`src/rtl/memory_bus_initiator.sv`:
```
// memory_bus_initiator: turns single 8-byte client loads/stores into bus
// request packets and, for loads, waits for the response tagged with
// SOURCE_ID. Writes retire when the bus accepts them. Reads retire on the
// matching response, or with an error on timeout. Out-of-range addresses
// fail locally and put nothing on the bus.
module memory_bus_initiator #(
  parameter logic [7:0]  SOURCE_ID      = 8'd0,
  parameter logic [63:0] MEM_BYTES      = 64'h0010_0000,
  parameter int          TIMEOUT_CYCLES = 1024
) (
  input  logic        clk,
  input  logic        rst_n,
  input  logic        req_valid,
  output logic        req_ready,
  input  logic        req_write,
  input  logic [63:0] req_addr,
  input  logic [63:0] req_wdata,
  output logic        resp_valid,
  output logic        resp_error,
  output logic [63:0] resp_rdata,
  output logic        bus_req_valid,
  input  logic        bus_req_ready,
  output logic [1:0]  bus_req_type,
  output logic [63:0] bus_req_address,
  output logic [63:0] bus_req_payload,
  output logic [7:0]  bus_req_source,
  input  logic        bus_rsp_valid,
  input  logic [7:0]  bus_rsp_dest,
  input  logic [63:0] bus_rsp_payload,
  output logic [7:0]  stale_rsp_count
);

  localparam int              CNT_W    = $clog2(TIMEOUT_CYCLES + 1);
  localparam logic [CNT_W-1:0] TMO     = CNT_W'(TIMEOUT_CYCLES);
  // Last byte address at which a full 8-byte access still fits in memory.
  localparam logic [63:0]     ADDR_MAX = MEM_BYTES - 64'd8;
  localparam logic [1:0]      TYPE_RD  = 2'd1;
  localparam logic [1:0]      TYPE_WR  = 2'd2;

  typedef enum logic [1:0] {IDLE, SEND, WAIT_RSP, DONE} state_t;

  state_t           state_q, state_d;
  logic             write_q, write_d;
  logic [63:0]      addr_q, addr_d;
  logic [63:0]      wdata_q, wdata_d;
  logic [63:0]      rdata_q, rdata_d;
  logic             err_q, err_d;
  logic [CNT_W-1:0] cnt_q, cnt_d;
  logic [7:0]       stale_q, stale_d;
  logic             rsp_hit;

  assign rsp_hit = bus_rsp_valid && (bus_rsp_dest == SOURCE_ID);

  // State, latched request, completion status, timeout and stale counters.
  always_ff @(posedge clk) begin
    if (!rst_n) begin
      state_q <= IDLE;
      write_q <= 1'b0;
      addr_q  <= '0;
      wdata_q <= '0;
      rdata_q <= '0;
      err_q   <= 1'b0;
      cnt_q   <= '0;
      stale_q <= '0;
    end else begin
      state_q <= state_d;
      write_q <= write_d;
      addr_q  <= addr_d;
      wdata_q <= wdata_d;
      rdata_q <= rdata_d;
      err_q   <= err_d;
      cnt_q   <= cnt_d;
      stale_q <= stale_d;
    end
  end

  // Next-state logic: request latch, bus handshake, response match, timeout.
  always_comb begin
    state_d = state_q;
    write_d = write_q;
    addr_d  = addr_q;
    wdata_d = wdata_q;
    rdata_d = rdata_q;
    err_d   = err_q;
    cnt_d   = cnt_q;
    stale_d = stale_q;

    case (state_q)
      IDLE: begin
        if (req_valid) begin
          write_d = req_write;
          addr_d  = req_addr;
          wdata_d = req_wdata;
          rdata_d = '0;
          err_d   = 1'b0;
          if (req_addr > ADDR_MAX) begin
            err_d   = 1'b1;
            state_d = DONE;
          end else begin
            state_d = SEND;
          end
        end
      end
      SEND: begin
        // No timeout here: the responder may stall acceptance indefinitely.
        if (bus_req_ready) begin
          if (write_q) begin
            state_d = DONE;
          end else begin
            cnt_d   = '0;
            state_d = WAIT_RSP;
          end
        end
      end
      WAIT_RSP: begin
        if (rsp_hit) begin
          rdata_d = bus_rsp_payload;
          state_d = DONE;
        end else begin
          cnt_d = cnt_q + CNT_W'(1);
          if (cnt_d == TMO) begin
            err_d   = 1'b1;
            rdata_d = '0;
            state_d = DONE;
          end
        end
      end
      DONE: begin
        state_d = IDLE;
      end
      default: begin
        state_d = IDLE;
      end
    endcase

    // A response for us outside WAIT_RSP belongs to an abandoned or
    // timed-out read; drop it and count it, saturating at 255.
    if (rsp_hit && (state_q != WAIT_RSP) && (stale_q != 8'hff)) begin
      stale_d = stale_q + 8'd1;
    end
  end

  assign req_ready       = (state_q == IDLE);
  assign bus_req_valid   = (state_q == SEND);
  assign bus_req_type    = bus_req_valid ? (write_q ? TYPE_WR : TYPE_RD) : 2'd0;
  assign bus_req_address = bus_req_valid ? addr_q : 64'd0;
  assign bus_req_payload = (bus_req_valid && write_q) ? wdata_q : 64'd0;
  assign bus_req_source  = SOURCE_ID;
  assign resp_valid      = (state_q == DONE);
  assign resp_error      = resp_valid && err_q;
  assign resp_rdata      = resp_valid ? rdata_q : 64'd0;
  assign stale_rsp_count = stale_q;

endmodule

```
`config.mk`:
```
export PLATFORM = sky130hd
export DESIGN_NAME = memory_bus_initiator
export DESIGN_NICKNAME = d
export VERILOG_FILES = /design/src/rtl/memory_bus_initiator.sv
export SDC_FILE = /design/constraint.sdc
export NUM_CORES = 1
export LEC_CHECK = 0
export ABC_AREA = 0
export CORE_AREA = 2 2 164 166
export CTS_BUF_LIST = sky130_fd_sc_hd__clkbuf_8
export CTS_CLUSTER_SIZE = 12
export DETAILED_ROUTE_END_ITERATION = 8
export DIE_AREA = 0 0 166 168
export HOLD_SLACK_MARGIN = 0.12
export PLACE_DENSITY = 0.78
export SYNTH_ARGS = -nofsm -noshare
export SYNTH_HDL_FRONTEND = slang
export SYNTH_SLANG_ARGS = --single-unit
export TNS_END_PERCENT = 10
```
`constraint.sdc`:
```
create_clock -name clk -period 2.85 [get_ports clk]
set_clock_uncertainty 0.1 [all_clocks]
set_input_delay 0.57 -clock clk [delete_from_list [all_inputs] [get_ports clk]]
set_output_delay 0.57 -clock clk [all_outputs]
set_load 0.1 [all_outputs]
```
==> run_summary.xml <==
<?xml version="1.0" encoding="UTF-8"?>
<metrics>
  <group name="cells_and_area">
    <metric name="layout-drive-gt1-share" unit="%">20.1</metric>
    <metric name="area.growth.synth_to_final" unit="%">77.6</metric>
    <metric name="stdcell_count" unit="">1878</metric>
    <metric name="finalCoreUtilization" unit="%">62.2</metric>
    <metric name="nNetsFinal" unit="">1723</metric>
  </group>
  <group name="global_routing">
    <metric name="first_global_vias" unit="">9178</metric>
    <metric name="globalRoute.totalOverflow" unit="">0</metric>
    <metric name="maximum_number_of_pins_on_one_net_before_global_route_repair" unit="">130</metric>
    <metric name="number_of_antenna_violations_at_the_first_check_in_global_routing" unit="">3</metric>
    <metric name="global_route.usage.total" unit="%">23.0</metric>
    <metric name="grt_pass1_wl" unit="mm">51.3</metric>
  </group>
  <group name="power_and_ir_drop">
    <metric name="ir_worst_vdd" unit="µV">479</metric>
    <metric name="leakage" unit="nW">6.57</metric>
    <metric name="power_density" unit="mW/mm²">610</metric>
  </group>
  <group name="clocking">
    <metric name="cts_root_buf" unit="">clkbuf_8</metric>
    <metric name="clock_latency" unit="ns">0.52</metric>
    <metric name="tritoncts" unit="">done</metric>
    <metric name="numCtsBuffers" unit="">39</metric>
    <metric name="clockBufferDepth" unit="">3</metric>
    <metric name="cts-htree-levels" unit="">2</metric>
    <metric name="cts.reportedPaths.clkPinSlew" unit="ns">0.06</metric>
    <metric name="clock_sinks" unit="">215</metric>
  </group>
  <group name="sta">
    <metric name="clock.fmax" unit="MHz">363</metric>
    <metric name="max-slew-margin-rel" unit="%">51.8</metric>
    <metric name="whs" unit="ns">0.347</metric>
    <metric name="timing.final.crit_share" unit="%">96.6</metric>
    <metric name="hold_violations" unit="">0</metric>
    <metric name="timing_max_transition_violations_final" unit="">0</metric>
    <metric name="setup_repair_after_global_routing_missed_its_margin" unit="">false</metric>
    <metric name="worst_slew_pin_slew" unit="ns">0.716</metric>
    <metric name="setup-violations-final" unit="">0</metric>
    <metric name="layout_min_cycle_time" unit="ns">2.75</metric>
  </group>
  <group name="floorplan">
    <metric name="die_width" unit="µm">166</metric>
    <metric name="floorplan.die.height" unit="µm">168</metric>
    <metric name="area_of_the_core" unit="mm²">0.0264</metric>
    <metric name="floorplan.rows" unit="">60</metric>
    <metric name="die_area" unit="mm²">0.0279</metric>
    <metric name="starting_density_of_the_core" unit="%">35.0</metric>
    <metric name="ios" unit="">420</metric>
  </group>
  <group name="synthesis">
    <metric name="yosys-top-cells-count" unit="">nand2_1 (286), dfxtp_1 (215), a21oi_1 (135), and2_1 (131), clkbuf_1 (77)</metric>
    <metric name="synth.largest_area_cell" unit="">dfxtp_1</metric>
    <metric name="synth_most_common_cell" unit="">nand2_1</metric>
    <metric name="yosys_most_used_dff" unit="">dfxtp_1</metric>
    <metric name="post_synth_main_area_contributors" unit="">dfxtp_1 (47%), nand2_1 (12%), and2_1 (8.9%)</metric>
    <metric name="syn-mean-instance-area" unit="µm²">8.19</metric>
    <metric name="syn_area" unit="mm²">0.00923</metric>
    <metric name="asyncSetResetFlopFracSynth" unit="%">0</metric>
    <metric name="synth_top_area_share" unit="%">46.7</metric>
    <metric name="synth_sequential_area_ratio" unit="%">46.7</metric>
    <metric name="synthesis.yosys.warnings" unit="">0</metric>
    <metric name="postSynthCellCount" unit="">1127</metric>
    <metric name="netlist-cell-type-count" unit="">49</metric>
    <metric name="synth-edff-count" unit="">0</metric>
    <metric name="ys_seq_elements" unit="">215</metric>
  </group>
  <group name="outcome">
    <metric name="run_status" unit="">complete, no violations</metric>
  </group>
  <group name="worst_setup_path">
    <metric name="critPathArrivalTime" unit="ns">2.08</metric>
    <metric name="worstPathCellList" unit="">inv_1 &gt; ha_4 &gt; buf_8 &gt; and2_1 &gt; buf_12</metric>
    <metric name="critPathSlowestCell" unit="">dfxtp_1</metric>
    <metric name="critPathBufInv" unit="">3</metric>
    <metric name="path_class" unit="">register to primary output</metric>
    <metric name="worst_setup_path_end_kind" unit="">primary output</metric>
    <metric name="worst-path-max-fanout" unit="">58</metric>
    <metric name="worstSetupStartpointType" unit="">register</metric>
    <metric name="max_stage_delay" unit="ns">0.36</metric>
    <metric name="wp_data_required" unit="ns">2.18</metric>
    <metric name="crit_family" unit="">buffers and inverters</metric>
  </group>
  <group name="place">
    <metric name="gp_congestion" unit="">0.874</metric>
    <metric name="post-place-cells" unit="">1811</metric>
    <metric name="port_buffers" unit="">411</metric>
    <metric name="dp_hpwl" unit="mm">23.9</metric>
  </group>
  <group name="detailed_routing">
    <metric name="via_per_inst" unit="">5.07</metric>
    <metric name="vias" unit="">9524</metric>
    <metric name="final_antenna_net_count" unit="">0</metric>
    <metric name="dr.pass1.iters" unit="">7</metric>
    <metric name="detail_route.wirelength" unit="mm">33.6</metric>
    <metric name="first_iter_violations" unit="">550</metric>
    <metric name="drcViolationCount" unit="">0</metric>
    <metric name="wl_per_cell" unit="µm">17.9</metric>
  </group>
  <group name="hold_path">
    <metric name="kind_of_path_behind_the_tightest_hold_check" unit="">register to register</metric>
  </group>
  <group name="job">
    <metric name="maxcap_viol_count" unit="">0</metric>
  </group>
</metrics>
-- per-layer routing --
layer / global-route usage [%] / part of all wire [%] / vias up
met5: 0 / 0.036 / -
met4: 8.32 / 3.3 / 2
met3: 9.73 / 10 / 79
met2: 39.3 / 48 / 404
met1: 25.5 / 38 / 4476
li1: - / - / 4563
-- worst register-to-register path: stages (launching register included) --
cell      delay, ns
dfxtp_1        0.39
ha_1           0.25
nand3_2        0.21
o21ai_1        0.17
or4b_4         0.49
o311ai_4       0.33
a21oi_4        0.11
buf_12         0.21
a22o_1         0.25
-- report_power, final --
part | switching [W] | internal [W] | total, W
clock | 0.00129 | 0.00173 | 0.00302
combinational | 0.00230 | 0.00118 | 0.00348
sequential | 0.000167 | 0.00333 | 0.00350
total | 0.00375 | 0.00625 | 0.0100
-- repair_timing --
item                                    4_1_cts  5_1_grt
hold buffers                                  0        0
resized for setup                             1        2
pin swaps                                     0        0
setup buffers                                 0        0
endpoints found under the setup margin        5        4
endpoints found under the hold margin         0        0
-- state kept, by name, indices dropped and copies added, names as in the netlist --
register,count
addr_q,64
rdata_q,64
wdata_q,64
cnt_q,11
stale_rsp_count,8
state_q,2
err_q,1
write_q,1
-- cells by family (layout without fill, tap and decap cells) --
| kind of cell | count (synthesis) | count (layout) | synth area share (%) |
|---|---|---|---|
| AO/OA/AOI/OAI | 227 | 227 | 16.0 |
| XOR/XNOR | 6 | 6 | 0.570 |
| adder cells (fa/ha/maj) | 6 | 6 | 0.814 |
| buffers and inverters | 101 | 503 | 4.94 |
| flip-flops | 215 | 215 | 46.7 |
| multiplexers | 4 | 4 | 0.583 |
| other | 1 | 9 | 0.0406 |
| AND/OR/NAND/NOR | 567 | 567 | 30.4 |
-- cells in the final DEF (no fill, tap or decap), types with 3 or more instances in the layout --
| cell | synthesis | layout |
|---|---|---|
| xnor2_1 | 4 | 4 |
| a21oi_1 | 135 | 135 |
| nand2b_1 | 3 | 3 |
| nand3_1 | 10 | 10 |
| dfxtp_1 | 215 | 214 |
| nand4_1 | 11 | 11 |
| buf_4 | 8 | 25 |
| clkdlybuf4s50_1 | 0 | 205 |
| nor4_1 | 11 | 11 |
| nor3_1 | 18 | 18 |
| o21ai_0 | 3 | 3 |
| and2_1 | 131 | 130 |
| buf_12 | 0 | 201 |
| ha_1 | 6 | 4 |
| or3_1 | 4 | 4 |
| and3_2 | 0 | 8 |
| o21a_1 | 6 | 6 |
| nand2_1 | 286 | 285 |
| a21boi_1 | 4 | 4 |
| o21ai_1 | 3 | 3 |
| and3_1 | 66 | 58 |
| clkbuf_8 | 0 | 53 |
| a22o_1 | 64 | 64 |
| inv_1 | 3 | 12 |
| nor2_1 | 16 | 16 |
| conb_1 | 1 | 8 |
-- final timing paths --
check                     startpoint                  endpoint  slack [ns]  cells past startpoint
max          state_q[1]$_SDFFE_PN0P_       bus_req_address[22]         0.1                      5
min          addr_q[20]$_SDFFE_PN0P_   addr_q[20]$_SDFFE_PN0P_        0.35                      2
max reg2reg    cnt_q[0]$_SDFFE_PN0P_  rdata_q[38]$_SDFFE_PN0P_        0.21                      8
min reg2reg  addr_q[20]$_SDFFE_PN0P_   addr_q[20]$_SDFFE_PN0P_        0.35                      2
-- metrics by stage --
step                TNS [ns]  total power [W]  setup slack [ns]  instance area [µm²]
detailed placement   -0.0621          0.00703           -0.0521                15600
finish                     0           0.0100            0.0958                16400
floorplan             -10.73          0.00570            -0.123                 9280
global route               0           0.0105           0.00799                16400
global placement           0          0.00696            0.0332                15600
CTS                        0           0.0101            0.0236                16400
-- layout make-up --
cell class | count | area (µm²)
antenna | 1 | 2.50
fill | 2028 | 9960
clock buffer | 53 | 729
clock inverter | 13 | 81.3
sequential | 215 | 4310
timing repair buffer | 432 | 6280
multi-input combinational | 818 | 4540
tap | 341 | 427
inverter | 5 | 21.3
Note: power is estimated with default switching activity, not from simulation.
